### config.mk
export PLATFORM = sky130hd
export DESIGN_NAME = sdm_mc_dac
export DESIGN_NICKNAME = d
export VERILOG_FILES = /design/src/rtl/sdm_pkg.sv /design/src/rtl/sdm_chan.sv /design/src/rtl/sdm_mc_dac.sv
export SDC_FILE = /design/constraint.sdc
export NUM_CORES = 1
export LEC_CHECK = 0
export ABC_AREA = 1
export BUFFER_PORTS_ARGS = -buffer_cell sky130_fd_sc_hd__buf_2
export CORE_MARGIN = 2
export CORE_UTILIZATION = 41
export DETAILED_ROUTE_END_ITERATION = 12
export SYNTH_ARGS = -nofsm -noshare
export SYNTH_HDL_FRONTEND = slang
export SYNTH_SLANG_ARGS = --single-unit
### constraint.sdc
create_clock -name clk -period 9.8 [get_ports clk]
set_clock_uncertainty 0.05 [all_clocks]
set_input_delay 0 -clock clk [delete_from_list [all_inputs] [get_ports clk]]
set_output_delay 0 -clock clk [all_outputs]
set_load 0.005 [all_outputs]
### src/rtl/sdm_pkg.sv
// Shared constants and helpers for the multi-channel sigma-delta DAC modulator.
package sdm_pkg;

    // Dither LFSR: 16-bit Fibonacci, taps 16,14,13,11. In the right-shift form
    // used here those taps land on bits 0,2,3,5 of the register.
    localparam logic [15:0] LFSR_SEED = 16'hACE1;
    localparam logic [15:0] LFSR_TAPS = 16'h002D;

    // Dither word is lfsr[3:0] - 8, carried as a 5-bit signed value (-8..7).
    localparam int DITHER_W = 5;
    localparam logic [DITHER_W-1:0] DITHER_OFS = 5'd8;

    // Integrator width: sample width plus guard bits.
    function automatic int iw_of(input int w, input int guard);
        return w + guard;
    endfunction

    // Saturation test against a signed iw-bit range.
    // Returns {above_max, below_min}; the caller substitutes the rail value.
    function automatic logic [1:0] sat_dir(input logic signed [63:0] v, input int iw);
        logic signed [63:0] hi;
        logic signed [63:0] lo;
        hi = (64'sd1 <<< (iw - 1)) - 64'sd1;
        lo = -(64'sd1 <<< (iw - 1));
        sat_dir = {v > hi, v < lo};
    endfunction

endpackage

### src/rtl/sdm_chan.sv
// One channel of the modulator: two saturating integrators, quantiser and
// sticky overflow flag. Advances only when step is high.
module sdm_chan
    import sdm_pkg::*;
#(
    parameter int W     = 16,
    parameter int GUARD = 6
) (
    input  logic                       clk,
    input  logic                       rst_n,
    input  logic                       step,
    input  logic                       order_sel,
    input  logic [W-1:0]               x,
    input  logic signed [DITHER_W-1:0] d,
    input  logic                       ovf_clr,
    output logic                       dout,
    output logic                       ovf
);

    localparam int IW = iw_of(W, GUARD);
    // Sums carry two extra bits so the clamp sees the true overflowed value.
    localparam int SW = IW + 2;
    localparam logic signed [SW-1:0] HALF  = {{(SW-W){1'b0}}, 1'b1, {(W-1){1'b0}}};
    localparam logic signed [IW-1:0] I_MAX = {1'b0, {(IW-1){1'b1}}};
    localparam logic signed [IW-1:0] I_MIN = {1'b1, {(IW-1){1'b0}}};

    logic signed [IW-1:0] i1;
    logic signed [IW-1:0] i2;
    logic signed [IW-1:0] i1_n;
    logic signed [IW-1:0] i2_n;
    logic signed [IW-1:0] i2_next;
    logic signed [SW-1:0] u;
    logic signed [SW-1:0] fb;
    logic signed [SW-1:0] s1;
    logic signed [SW-1:0] s2;
    logic signed [SW-1:0] q;
    logic [1:0]           dir1;
    logic [1:0]           dir2;
    logic                 dout_n;
    logic                 clip;

    // Next integrator values, quantiser decision and clamp detection.
    always_comb begin
        u  = $signed({{(SW-W){1'b0}}, x}) - HALF;
        fb = dout ? HALF : -HALF;

        s1   = $signed({{2{i1[IW-1]}}, i1}) + u - fb;
        dir1 = sat_dir(64'(s1), IW);
        if (dir1[1])
            i1_n = I_MAX;
        else if (dir1[0])
            i1_n = I_MIN;
        else
            i1_n = s1[IW-1:0];

        s2   = $signed({{2{i1_n[IW-1]}}, i1_n}) + $signed({{2{i2[IW-1]}}, i2}) - fb;
        dir2 = sat_dir(64'(s2), IW);
        if (dir2[1])
            i2_n = I_MAX;
        else if (dir2[0])
            i2_n = I_MIN;
        else
            i2_n = s2[IW-1:0];

        // First order keeps i2 parked at zero, so a later 1->2 switch starts clean.
        i2_next = order_sel ? i2_n : '0;

        // Dither only perturbs the decision, never the stored integrators.
        if (order_sel)
            q = $signed({{2{i2_next[IW-1]}}, i2_next}) + $signed({{(SW-DITHER_W){d[DITHER_W-1]}}, d});
        else
            q = $signed({{2{i1_n[IW-1]}}, i1_n}) + $signed({{(SW-DITHER_W){d[DITHER_W-1]}}, d});

        dout_n = ~q[SW-1];
        clip   = (|dir1) | (order_sel & (|dir2));
    end

    // Integrator/output registers; overflow set beats a simultaneous clear.
    always_ff @(posedge clk) begin
        if (!rst_n) begin
            i1   <= '0;
            i2   <= '0;
            dout <= 1'b0;
            ovf  <= 1'b0;
        end else begin
            if (step) begin
                i1   <= i1_n;
                i2   <= i2_next;
                dout <= dout_n;
            end
            ovf <= (ovf & ~ovf_clr) | (step & clip);
        end
    end

endmodule

### src/rtl/sdm_mc_dac.sv
// Multi-channel sigma-delta DAC modulator. Shared prescaler, sample pending
// register and dither LFSR; one sdm_chan per channel.
module sdm_mc_dac
    import sdm_pkg::*;
#(
    parameter int W     = 16,
    parameter int CH    = 2,
    parameter int GUARD = 6,
    parameter int DIV_W = 8
) (
    input  logic              clk,
    input  logic              rst_n,
    input  logic              en,
    input  logic              order_sel,
    input  logic              dither_en,
    input  logic [DIV_W-1:0]  div,
    input  logic [CH*W-1:0]   din,
    input  logic              din_valid,
    output logic              din_ready,
    input  logic              ovf_clr,
    output logic [CH-1:0]     dout,
    output logic [CH-1:0]     ovf,
    output logic              tick
);

    localparam logic [W-1:0] MID = {1'b1, {(W-1){1'b0}}};

    logic [DIV_W-1:0]          cnt;
    logic [CH*W-1:0]           pend;
    logic                      pend_full;
    logic [CH*W-1:0]           x;
    logic [15:0]               lfsr;
    logic [15:0]               lfsr_next;
    logic [DITHER_W-1:0]       d_raw;
    logic signed [DITHER_W-1:0] d;

    assign tick      = en && (cnt == div);
    assign din_ready = !pend_full;

    // Dither word and next LFSR state.
    always_comb begin
        lfsr_next = {^(lfsr & LFSR_TAPS), lfsr[15:1]};
        d_raw     = {1'b0, lfsr[3:0]} - DITHER_OFS;
        d         = dither_en ? $signed(d_raw) : '0;
    end

    // Prescaler: counts 0..div, restarts on tick, parked at 0 while disabled.
    always_ff @(posedge clk) begin
        if (!rst_n)
            cnt <= '0;
        else if (!en || tick)
            cnt <= '0;
        else
            cnt <= cnt + 1'b1;
    end

    // Pending register accepts a sample set; a tick moves it into the active sample.
    always_ff @(posedge clk) begin
        if (!rst_n) begin
            pend      <= '0;
            pend_full <= 1'b0;
            x         <= {CH{MID}};
            lfsr      <= LFSR_SEED;
        end else begin
            if (din_valid && !pend_full) begin
                pend      <= din;
                pend_full <= 1'b1;
            end
            if (tick) begin
                lfsr <= lfsr_next;
                if (pend_full) begin
                    x         <= pend;
                    pend_full <= 1'b0;
                end
            end
        end
    end

    for (genvar c = 0; c < CH; c++) begin : g_chan
        sdm_chan #(
            .W     (W),
            .GUARD (GUARD)
        ) u_chan (
            .clk       (clk),
            .rst_n     (rst_n),
            .step      (tick),
            .order_sel (order_sel),
            .x         (x[c*W +: W]),
            .d         (d),
            .ovf_clr   (ovf_clr),
            .dout      (dout[c]),
            .ovf       (ovf[c])
        );
    end

endmodule

==> summary.md, run 1 <==
| Metric | Value |
|---|---|
| Pre-antenna DRT Iters | `5` |
| GR Util met2 | `37.5%` |
| Die width | `191 um` |
| Synthesized Nets | `2294` |
| Final hold violation count | `0` |
| Drt via density | `5.08` |
| Yosys reg bits | `approximately 180` |
| Area leader, netlist | `dfxtp_1` |
| Ports | `between 50 and 60` |
| Final setup vio count | `0` |
| MaxCap Viol Count | `0` |
| Wire per inst | `14.4 um` |
| Post-layout min period | `just over 9 ns` |
| Ys async rst share | `0%` |
| All-Layer GR Usage | `21.2%` |
| Syn_area_per_cell | `6.95 um^2` |
| Initial antenna violation count | `0` |
| Vias in the first global route | `~13000` |
| Most used DFF post-synth | `dfxtp_1` |
| TritonCTS Sinks | `approximately 180` |
| Fillers | `between 3000 and 4000` |
| Max Fclk | `109 MHz` |
| Num CTS Buffers | `17` |
| Post-synth EDFFs | `0` |
| Crit-path max cell delay | `around 0.40 ns` |
| Port bufs | `52` |
| Fin nets | `approximately 2400` |
| Synth unique cells | `between 40 and 50` |
| Synth area leaders | `dfxtp_1, ha_1, nand2_1` |
| Cell Pwr Density | `108 nW/um^2` |
| Highest-count cells in the layout ignoring fill and taps | `nand2_1, inv_1, dfxtp_1` |
| Global route overflow | `0` |
| Critical Path Source Type | `flip-flop` |
| Cell area after synthesis | `between 10000 and 15000 um^2` |
| Clk slew on worst S/H paths | `~0.080 ns` |
| First-pass GRT wire length | `62900 um` |
| DP HPWL | `27100 um` |
| Core footprint | `34500 um^2` |
| Most common cell on crit path | `nand2_1` |
| TritonCTS clock tree | `done` |
| Relative slew slack | `31.8%` |
| Row count | `68` |
| Commonest non-fill, non-tap cell in the layout | `nand2_1` |
| CTS H-tree depth | `4` |
| CTS root buffer | `clkbuf_16` |
| R2R setup slack | `between 0.6 and 0.7 ns` |
| Pin count of the biggest net entering global routing | `90` |
| Busiest grt layer | `met2` |
| Sequential cell area | `3620 um^2` |
| Hold crit path type | `in2reg` |
| Status | `completed` |
| Slew of the pin with the lowest slew margin | `1.02 ns` |
| WS Path Type | `reg2reg` |
| # diodes | `0` |
| Peak supply drop | `0.000127 V` |
| Routability Congestion | `0.939` |
| Crit end category | `flip-flop` |
| DRC | `0` |
| Sequential share of the synthesized area | `25.2%` |
| Ratio of final minimum period to clock period | `93.7%` |
| Die ar. | `36600 um^2` |
| Max Slew Vio Count | `0` |
| Synthesis Warnings | `0` |
| Met1 Usage GRT | `26.6%` |
| Worst-path fanout max | `14` |
| CP required | `10.11 ns` |
| Grt met3 use | `2.92%` |
| CTS max path bufs | `2` |
| Synth top area share | `25.2%` |
| Number of routed nets with antenna violations | `0` |
| Final non-filler cell total | `2652` |
| Multi-input gate area | `9600 um^2` |
| WL final | `roughly 38000 um` |
| Die Span Y | `191 um` |
| Starting Density | `between 40% and 50%` |
| Layout area overhead | `17.5%` |
| CP arrival | `roughly 9.5 ns` |
| Leakage | `roughly 9.0 nW` |
| Clock latency on the worst-skew pair | `0.46 ns` |
| Util after Layout | `between 40 and 50%` |
| Initial DRC count | `748` |
| Placed cells | `2528` |
| Layout cells sized above 1 | `14.2%` |
| Total number of vias | `13500` |
| Post-Synthesis Cells | `2069` |
| Slowest cell on the critical path | `fa_1` |
-- stage by stage --
stage	area, um^2	hold WS, ns	power, mW	setup WS [ns]	setup TNS (ns)
after floorplan	14400	0.0849	0.967	1.06	0
after global placement	15100	0.173	1.04	-0.0104	-0.0104
after detailed placement	15100	0.179	1.04	-0.131	-0.149
after CTS	16200	0.134	1.80	0.00995	0
after global routing	16900	0.196	1.91	-0.103	-0.192
final	16900	0.180	1.82	0.614	0
-- where the power goes --
group / total, mW / switching (mW) / leakage (nW) / internal, mW
Sequential: 0.754 / 0.00669 / 1.47 / 0.747
Clock: 0.737 / 0.342 / 0.300 / 0.395
Combinational: 0.327 / 0.186 / 7.25 / 0.141
Total: 1.82 / 0.535 / 9.02 / 1.28
-- cell usage after synthesis (3+ instances only) --
cell      instances
buf_2             7
o21bai_1         31
o21ai_2           4
nand2_4          10
buf_6             3
ha_1            162
o21ai_1          20
nand2_1         413
nand4_1           7
xnor2_1          35
a31oi_1          17
a21oi_2          13
buf_4             5
a211oi_1          4
inv_1           302
or2_2            13
clkinv_1          3
nand3_1          59
nor4_1            3
nor3_1           14
buf_1             8
o21ai_0         145
fa_1             16
clkbuf_1         51
a21boi_1          5
o211ai_1         61
o21a_1            4
nand3_2          16
o221ai_1          6
and2_1            3
nand2_2          33
inv_2             9
a21oi_1         159
nor2_1          172
xor2_1           57
dfxtp_1         181
-- critical path, delay by kind of cell, from the launching register on --
| family | cells | cell delay (ns) |
|---|---|---|
| compound gates | 20 | 3.00 |
| xor+xnor | 2 | 0.23 |
| fa+ha+maj | 5 | 1.52 |
| buf+inv | 7 | 0.65 |
| flops | 1 | 0.35 |
| simple gates | 29 | 3.25 |
-- sequential cells by signal, indices dropped and copies added, names as in the netlist --
signal              flops
g_chan.u_chan.i1       44
g_chan.u_chan.i2       44
pend                   32
x                      32
lfsr                   16
cnt                     8
g_chan.u_chan.dout      2
g_chan.u_chan.ovf       2
pend_full               1
-- logic make-up after synthesis --
logic type | Yosys count | share of synthesized area (%)
flops | 181 | 25.2
xor+xnor | 92 | 5.60
fa+ha+maj | 178 | 16.3
simple gates | 750 | 22.8
buf+inv | 388 | 10.5
compound gates | 480 | 19.6
-- metal layers --
layer	up-vias	share of wire, %
li1	6992	-
met4	0	2.4
met1	6207	46
met3	61	3.4
met5	-	0
met2	218	49
-- final timing paths --
path,startpoint,endpoint,cells after the start
hold reg to reg,lfsr[7],lfsr[6],2
setup reg to reg,g_chan[0].u_chan.i1[0],g_chan[0].u_chan.dout,63
hold / removal,order_sel,g_chan[0].u_chan.i2[0],4
setup / recovery,g_chan[0].u_chan.i1[0],g_chan[0].u_chan.dout,63
-- timing repair --
action	CTS	global route
endpoints found under the setup margin	2	2
pin swaps	0	30
buffers inserted	0	42
endpoints found under the hold margin	52	0
hold buffers	47	0
resized for setup	5	77
cloned	0	3
-- layout make-up --
class                           count  share of cell area, %
Multi-Input combinational cell   1501                   56.8
Inverter                          314                   7.04
Clock buffer                       18                   2.60
Sequential cell                   181                   21.4
Clock inverter                     14                   1.07
Timing Repair inverter              1                 0.0296
Timing Repair Buffer              168                   7.66
Tap cell                          455                   3.37
Power figures use the tool's default switching activity.
==> inputs of run 2 (changes only) <==
--- a/config.mk
+++ b/config.mk
@@ -5,9 +5,8 @@
 export SDC_FILE = /design/constraint.sdc
 export NUM_CORES = 1
 export LEC_CHECK = 0
-export ABC_AREA = 1
 export BUFFER_PORTS_ARGS = -buffer_cell sky130_fd_sc_hd__buf_2
-export CORE_MARGIN = 2
+export CORE_MARGIN = 5
 export CORE_UTILIZATION = 41
 export DETAILED_ROUTE_END_ITERATION = 12
 export SYNTH_ARGS = -nofsm -noshare
==> run 2 against run 1 <==
Effect of this change:
- the flow now finishes with violations (setup timing)
- cell count is 6.0% higher
- worst setup slack worse by 1.2 ns
- sequential power shrank 0.7%
- largest cell class unchanged
- highest routed layer unchanged
==> summary.md, run 2 <==
| Metric | Value |
|---|---|
| Status | `finished with violations (was completed)` |
| Failing checks | `setup timing` |
| Core footprint | `35300 um^2 (was 34500 um^2)` |
| MaxCap Viol Count | `0 (unchanged)` |
| Most frequent cell after synthesis | `nand2_1 (unchanged)` |
| Slowest cell on the critical path | `dfxtp_2 (was fa_1)` |
| Largest delay contributor family on the critical path | `buffers and inverters (was simple AND/OR/NAND/NOR gates)` |
| Total negative setup slack | `-0.629 ns (was 0 ns)` |
| Ratio of final minimum period to clock period | `106% (was 93.7%)` |
| Biggest regs | `g_chan.u_chan.i1: 44 flops, g_chan.u_chan.i2: 44 flops (unchanged)` |
| CP arrival | `10.76 ns (was 9.49 ns)` |
| Combinational share of power | `21.6% (was 18.0%)` |
| Ys async rst share | `0% (unchanged)` |
| TritonCTS clock tree | `done (unchanged)` |
| Routability Congestion | `0.937 (was 0.939)` |
| Cell area after synthesis | `14500 um^2 (was 14400 um^2)` |
| Worst Hold Depth | `5 (was 4)` |
| Crit end category | `flip-flop (unchanged)` |
| Total number of vias | `15400 (was 13500)` |
| Clk slew on worst S/H paths | `0.09 ns (was 0.08 ns)` |
| Crit-path max cell delay | `0.35 ns (was 0.40 ns)` |
| DP HPWL | `33400 um (was 27100 um)` |
| Vias in the first global route | `15400 (was 13000)` |
| Highest-count cells in the layout ignoring fill and taps | `buf_4, nand2_1, dfxtp_1 (was nand2_1, inv_1, dfxtp_1)` |
| WS Path Type | `reg2reg (unchanged)` |
| Synthesized Nets | `2108 (was 2294)` |
| Initial DRC count | `836 (was 748)` |
| Cell Area, Placed | `17300 um^2 (was 15100 um^2)` |
| Reg2Reg Capture Point | `g_chan[1].u_chan.dout (was g_chan[0].u_chan.dout)` |
| Sw Ratio | `31.1% (was 29.4%)` |
| Hold crit path type | `in2reg (unchanged)` |
| R2R depth | `75 (was 63)` |
| Num CTS Buffers | `17 (unchanged)` |
| Port bufs | `52 (unchanged)` |
| Pint | `1.29 mW (was 1.28 mW)` |
| Post-layout min period | `10.43 ns (was 9.19 ns)` |
| Max Fclk | `95.9 MHz (was 109 MHz)` |
| Most common cell on crit path | `buf_4 (was nand2_1)` |
| Clock share of power | `38.3% (was 40.5%)` |
| Pre-antenna DRT Iters | `5 (unchanged)` |
| Row count | `69 (was 68)` |
| Slew of the pin with the lowest slew margin | `1.21 ns (was 1.02 ns)` |
| R2R setup slack | `-0.63 ns (was 0.61 ns)` |
| Peak supply drop | `0.000116 V (was 0.000127 V)` |
| CP required | `10.13 ns (was 10.11 ns)` |
| Max Slew Vio Count | `0 (unchanged)` |
| Sequential power share | `40.1% (was 41.5%)` |
| Synth area leaders | `dfxtp_1, ha_1, nand2_1 (unchanged)` |
| # diodes | `0 (unchanged)` |
| Final worst slack | `-0.629 ns (was 0.614 ns)` |
| Relative slew slack | `18.7% (was 31.8%)` |
| Pin count of the biggest net entering global routing | `79 (was 90)` |
| DRC | `0 (unchanged)` |
| Commonest non-fill, non-tap cell in the layout | `buf_4 (was nand2_1)` |
| Post-Synthesis Cells | `1883 (was 2069)` |
| Wire per inst | `17.3 um (was 14.4 um)` |
| Worst-path fanout max | `3 (was 14)` |
| Cell Pwr Density | `92.4 nW/um^2 (was 108 nW/um^2)` |
| Area leader, netlist | `dfxtp_1 (unchanged)` |
| Sequential share of the synthesized area | `24.9% (was 25.2%)` |
| Most used DFF post-synth | `dfxtp_1 (unchanged)` |
| P_sw | `0.581 mW (was 0.535 mW)` |
| TritonCTS Sinks | `181 (unchanged)` |
| Final non-filler cell total | `2811 (was 2652)` |
| Drt via density | `5.47 (was 5.08)` |
| Worst Hold Path EP | `cnt[1] (was g_chan[0].u_chan.i2[0])` |
| CTS root buffer | `clkbuf_16 (unchanged)` |
| Yosys reg bits | `181 (unchanged)` |
| Design Area, Final | `20200 um^2 (was 16900 um^2)` |
| First-pass GRT wire length | `77100 um (was 62900 um)` |
| Leakage | `9.89 nW (was 9.02 nW)` |
| Post-synth EDFFs | `0 (unchanged)` |
| RR Startpoint | `x[16] (was g_chan[0].u_chan.i1[0])` |
| Worst slack at placement | `-1.16 ns (was -0.131 ns)` |
| Fin nets | `2563 (was 2409)` |
| Critical Path Source Type | `flip-flop (unchanged)` |
| Clock latency on the worst-skew pair | `0.45 ns (was 0.46 ns)` |
| Synthesis Warnings | `0 (unchanged)` |
| Die ar. | `39300 um^2 (was 36600 um^2)` |
| Final hold violation count | `0 (unchanged)` |
| Ports | `53 (unchanged)` |
| Layout cells sized above 1 | `29.0% (was 14.2%)` |
| Top post-synthesis cells by count | `nand2_1, dfxtp_1, a21oi_1, ha_1, nor2_1 (was nand2_1, inv_1, dfxtp_1, nor2_1, ha_1)` |
| Number of routed nets with antenna violations | `0 (unchanged)` |
| Buf+Inv Stages, Crit Path | `55 (was 7)` |
| Initial antenna violation count | `0 (unchanged)` |
| CTS H-tree depth | `4 (unchanged)` |
| Synth top area share | `24.9% (was 25.2%)` |
| Layout area overhead | `39.0% (was 17.5%)` |
| Final setup vio count | `1 (was 0)` |
| Starting Density | `41.2% (was 41.6%)` |
| Syn_area_per_cell | `7.72 um^2 (was 6.95 um^2)` |
| CTS max path bufs | `2 (unchanged)` |
| RSZ-0062 raised after global routing | `true` |
| Global route overflow | `0 (unchanged)` |
| Hold Startpoint | `div[5] (was order_sel)` |
| Placed cells | `2604 (was 2528)` |
| All-Layer GR Usage | `24.0% (was 21.2%)` |
| Critical Path Stages | `75 (was 63)` |
| Die width | `198 um (was 191 um)` |
| WL final | `48500 um (was 38300 um)` |
| Synth unique cells | `80 (was 49)` |
| Die Span Y | `198 um (was 191 um)` |
## run 2: cell count changes in the layout (fill, tap and decap cells not counted), sizes merged, moves of 31 or more
cell	previous run	this run
o211ai	61	14
a21boi	7	84
nand2	456	312
inv	317	104
o21ai	169	103
a21o	1	54
buf	120	466
nor2b	0	31
o211a	0	37
nor2	177	121
## run 2: cell families (layout without fill, tap and decap cells)
| logic type | Yosys count | count (layout) | synth area share, % |
|---|---|---|---|
| AND/OR/NAND/NOR | 650 | 650 | 20.3 |
| flip-flops | 181 | 181 | 24.9 |
| XOR/XNOR | 109 | 109 | 6.57 |
| multiplexers | 4 | 4 | 0.344 |
| AO/OA/AOI/OAI | 583 | 583 | 26.8 |
| buffers and inverters | 178 | 645 | 4.93 |
| adder cells (fa/ha/maj) | 178 | 178 | 16.1 |
## run 2: how the worst max path moves through the flow
| stage | from | endpoint | slack [ns] |
|---|---|---|---|
| CTS | x[16] | g_chan[1].u_chan.dout | -0.37 |
| global route | x[16] | g_chan[1].u_chan.dout | -0.97 |
| finish | x[16] | g_chan[1].u_chan.dout | -0.63 |
| detailed placement | x[16] | g_chan[1].u_chan.dout | -1.16 |
| global placement | x[16] | g_chan[1].u_chan.dout | -0.90 |
| floorplan | x[16] | g_chan[1].u_chan.dout | 0.006 |
## run 2: stage by stage
| step | total power, mW | util [%] | hold WS (ns) |
|---|---|---|---|
| floorplan | 0.981 | - | 0.0949 |
| global placement | 1.09 | 49.0 | 0.203 |
| detailed placement | 1.09 | 49.0 | 0.213 |
| CTS | 1.84 | 54.8 | 0.137 |
| global route | 1.94 | 57.2 | 0.213 |
| finish | 1.87 | 57.2 | 0.142 |
## run 2: layout make-up
type                       count  area [um^2]
clock buffer                  17          425
clock inverter                14          156
sequential                   181         3630
inverter                      95          362
timing repair buffer         519         3970
multi-input combinational   1524        11100
fill                        3181        15100
tap                          461          577
## run 2: layer usage
metal	up-vias	track usage (%)	part of all wire, %	routed length, um
li1	7539	-	-	-
met1	7258	27.9	41	19800
met2	414	43.8	51	24600
met3	164	2.94	3.4	1650
met4	0	11.3	5.3	2560
met5	-	0	0	0
## run 2: power groups by stage
stage | combinational [mW] | clock [mW] | sequential (mW)
finish | 0.403 | 0.715 | 0.749
global route | 0.439 | 0.750 | 0.750
CTS | 0.369 | 0.726 | 0.749
detailed placement | 0.327 | 0 | 0.767
global placement | 0.322 | 0 | 0.766
floorplan | 0.216 | 0 | 0.765
## run 2: timing repair
| action | 4_1_cts | 5_1_grt |
|---|---|---|
| cloned | 0 | 1 |
| hold endpoints to repair | 60 | 0 |
| hold buffers | 53 | 0 |
| buffers inserted | 89 | 36 |
| pin swaps | 66 | 97 |
| setup endpoints to repair | 2 | 2 |
| resized for setup | 75 | 127 |
## run 2: tightest hold or removal path, stage by stage
cell,delay (ns)
buf_2,0.09
xnor2_1,0.06
nand4_1,0.08
o211ai_1,0.24
nor2_1,0.14
==> inputs of run 3 (changes only) <==
--- a/config.mk
+++ b/config.mk
@@ -5,6 +5,7 @@
 export SDC_FILE = /design/constraint.sdc
 export NUM_CORES = 1
 export LEC_CHECK = 0
+export ABC_AREA = 1
 export BUFFER_PORTS_ARGS = -buffer_cell sky130_fd_sc_hd__buf_2
 export CORE_MARGIN = 5
 export CORE_UTILIZATION = 41
==> constraint.sdc (replaced) <==
create_clock -name clk -period 9.8 [get_ports clk]
set_clock_uncertainty 0.05 [all_clocks]
set_input_delay 2.94 -clock clk [delete_from_list [all_inputs] [get_ports clk]]
set_output_delay 2.94 -clock clk [all_outputs]
set_load 0.005 [all_outputs]
==> run 3 against run 2 <==
Effect of this change:
- the run now ends clean
- non-clock buffer count fell by 419
- register-to-register slack improved by 1.4 ns
- cell count fell by 8.1%
- via count fell by 15%
- routed wire length fell by 24%
- sequential cell count did not move
- first-iteration DRC count fell by 38%
- sequential share of layout area rose by 4.7 points
==> summary.md, run 3 (synthesis results as in run 1) <==
| Metric | Value |
|---|---|
| Fin nets | `2341 (was 2563)` |
| Clock latency on the worst-skew pair | `0.46 ns (was 0.45 ns)` |
| Commonest non-fill, non-tap cell in the layout | `nand2_1 (was buf_4)` |
| DP HPWL | `26900 um (was 33400 um)` |
| Port bufs | `52 (unchanged)` |
| DRC | `0 (unchanged)` |
| Pint | `1.21 mW (was 1.29 mW)` |
| Ratio of final minimum period to clock period | `92.3% (was 106%)` |
| Buf+Inv Stages, Crit Path | `8 (was 55)` |
| Fillers | `3596 (was 3181)` |
| Max Fclk | `111 MHz (was 95.9 MHz)` |
| Layout cells sized above 1 | `12.4% (was 29.0%)` |
| Slowest cell on the critical path | `fa_1 (was dfxtp_2)` |
| First-pass GRT wire length | `61700 um (was 77100 um)` |
| Critical Path Stages | `61 (was 75)` |
| Row count | `68 (was 69)` |
| CTS root buffer | `clkbuf_16 (unchanged)` |
| Post-layout min period | `9.04 ns (was 10.43 ns)` |
| MaxCap Viol Count | `0 (unchanged)` |
| Die Span Y | `197 um (was 198 um)` |
| WL final | `36700 um (was 48500 um)` |
| Die width | `197 um (was 198 um)` |
| CTS H-tree depth | `4 (unchanged)` |
| Pin count of the biggest net entering global routing | `112 (was 79)` |
| Wire per inst | `14.2 um (was 17.3 um)` |
| Vias in the first global route | `12800 (was 15400)` |
| Critical Path Source Type | `flip-flop (unchanged)` |
| Number of routed nets with antenna violations | `0 (unchanged)` |
| Relative slew slack | `24.1% (was 18.7%)` |
| TritonCTS clock tree | `done (unchanged)` |
| Largest delay contributor family on the critical path | `simple AND/OR/NAND/NOR gates (was buffers and inverters)` |
| Total number of vias | `13100 (was 15400)` |
| Hold crit path type | `reg2reg (was in2reg)` |
| Starting Density | `41.6% (was 41.2%)` |
| R2R depth | `61 (was 75)` |
| Final hold violation count | `0 (unchanged)` |
| Highest-count cells in the layout ignoring fill and taps | `nand2_1, inv_1, dfxtp_1 (was buf_4, nand2_1, dfxtp_1)` |
| Biggest regs | `g_chan.u_chan.i1: 44 flops, g_chan.u_chan.i2: 44 flops (unchanged)` |
| CP required | `10.10 ns (was 10.13 ns)` |
| Peak supply drop | `0.000126 V (was 0.000116 V)` |
| Final setup vio count | `0 (was 1)` |
| Max Slew Vio Count | `0 (unchanged)` |
| Crit end category | `flip-flop (unchanged)` |
| Layout area overhead | `11.4% (was 39.0%)` |
| Core footprint | `34500 um^2 (was 35300 um^2)` |
| Crit-path max cell delay | `0.39 ns (was 0.35 ns)` |
| All-Layer GR Usage | `19.0% (was 24.0%)` |
| Drt via density | `5.06 (was 5.47)` |
| Worst slack at placement | `0.154 ns (was -1.16 ns)` |
| CP arrival | `9.35 ns (was 10.76 ns)` |
| P_sw | `0.538 mW (was 0.581 mW)` |
| CTS max path bufs | `2 (unchanged)` |
| Worst Hold Depth | `2 (was 5)` |
| # diodes | `0 (unchanged)` |
| Initial antenna violation count | `0 (unchanged)` |
| Pwr Total | `1.75 mW (was 1.87 mW)` |
| Most common cell on crit path | `nand2_1 (was buf_4)` |
| Worst-path fanout max | `21 (was 3)` |
| Global route overflow | `0 (unchanged)` |
| Die ar. | `38900 um^2 (was 39300 um^2)` |
| Pre-antenna DRT Iters | `5 (unchanged)` |
| TritonCTS Sinks | `181 (unchanged)` |
| Sw Ratio | `30.8% (was 31.1%)` |
| Clock share of power | `40.1% (was 38.3%)` |
| Slew of the pin with the lowest slew margin | `1.14 ns (was 1.21 ns)` |
| Initial DRC count | `521 (was 836)` |
| Num CTS Buffers | `17 (unchanged)` |
| Final worst slack | `0.759 ns (was -0.629 ns)` |
| Cell Pwr Density | `109 nW/um^2 (was 92.4 nW/um^2)` |
| Clk slew on worst S/H paths | `0.08 ns (was 0.09 ns)` |
| Sequential power share | `43.2% (was 40.1%)` |
| WS Path Type | `reg2reg (unchanged)` |
| Combinational share of power | `16.8% (was 21.6%)` |
| Ports | `53 (unchanged)` |
| Routability Congestion | `0.937 (about the same)` |
| Status | `completed (was finished with violations)` |
| Leakage | `8.64 nW (was 9.89 nW)` |
## run 3: changes by cell type in the layout (fill, tap and decap cells not counted), sizes merged, moves of 31 or more
cell | previous run | this run
buf | 466 | 100
inv | 104 | 316
o211ai | 14 | 61
a21boi | 84 | 7
nand2 | 312 | 456
o211a | 37 | 0
nor2 | 121 | 177
dlygate4sd3 | 53 | 0
o21ai | 103 | 169
a21o | 54 | 1
nor2b | 31 | 0
## run 3: area by class of cell
type | instances | area (um^2) | area share, %
Clock buffer | 18 | 429 | 2.68
Clock inverter | 14 | 166 | 1.04
Inverter | 314 | 1190 | 7.43
Multi-Input combinational cell | 1501 | 9400 | 58.7
Sequential cell | 181 | 3620 | 22.6
Tap cell | 455 | 569 | 3.55
Timing Repair Buffer | 100 | 636 | 3.97
Timing Repair inverter | 1 | 6.26 | 0.0391
## run 3: final timing paths
check / end / start / slack [ns]
hold reg to reg: lfsr[11] / lfsr[12] / 0.41
setup / recovery: g_chan[0].u_chan.dout / g_chan[0].u_chan.i1[0] / 0.76
setup reg to reg: g_chan[0].u_chan.dout / g_chan[0].u_chan.i1[0] / 0.76
hold / removal: lfsr[11] / lfsr[12] / 0.41
## run 3: metrics by stage
step           util [%]  setup TNS, ns  instance area [um^2]  hold WS [ns]  cells
3_5_place_dp       43.9              0                 15200         0.392   2537
6_report           46.4              0                 16000         0.412   2584
3_3_place_gp       43.9              0                 15200         0.391   2537
5_1_grt            46.4        -0.0571                 16000         0.429   2584
4_1_cts            45.6              0                 15800         0.412   2569
2_1_floorplan         -              0                 14400         0.379   2069
## run 3: what timing repair did
item | in CTS | in global routing
setup buffers | 0 | 13
resized for setup | 0 | 42
endpoints found under the setup margin | 0 | 2
hold buffers | 0 | 0
## run 3: worst reg2reg max path: cells and delay by family (launching register included)
| kind | cells | cell delay [ns] |
|---|---|---|
| adder cells (fa/ha/maj) | 5 | 1.56 |
| buffers and inverters | 8 | 0.72 |
| flip-flops | 1 | 0.35 |
| AO/OA/AOI/OAI | 19 | 3.00 |
| XOR/XNOR | 2 | 0.26 |
| AND/OR/NAND/NOR | 27 | 3.06 |
## run 3: power by group through the flow
| stage | Combinational (mW) | Clock (mW) | Sequential, mW |
|---|---|---|---|
| finish | 0.293 | 0.699 | 0.753 |
| global route | 0.329 | 0.749 | 0.755 |
| CTS | 0.279 | 0.721 | 0.753 |
| detailed placement | 0.277 | 0 | 0.771 |
| global placement | 0.275 | 0 | 0.770 |
| floorplan | 0.199 | 0 | 0.769 |
## run 3: metal layers
metal	track usage [%]	part of all wire, %
met4	6.16	2.7
met5	0	0
met3	2.88	2.5
met2	33.0	48
met1	24.2	47
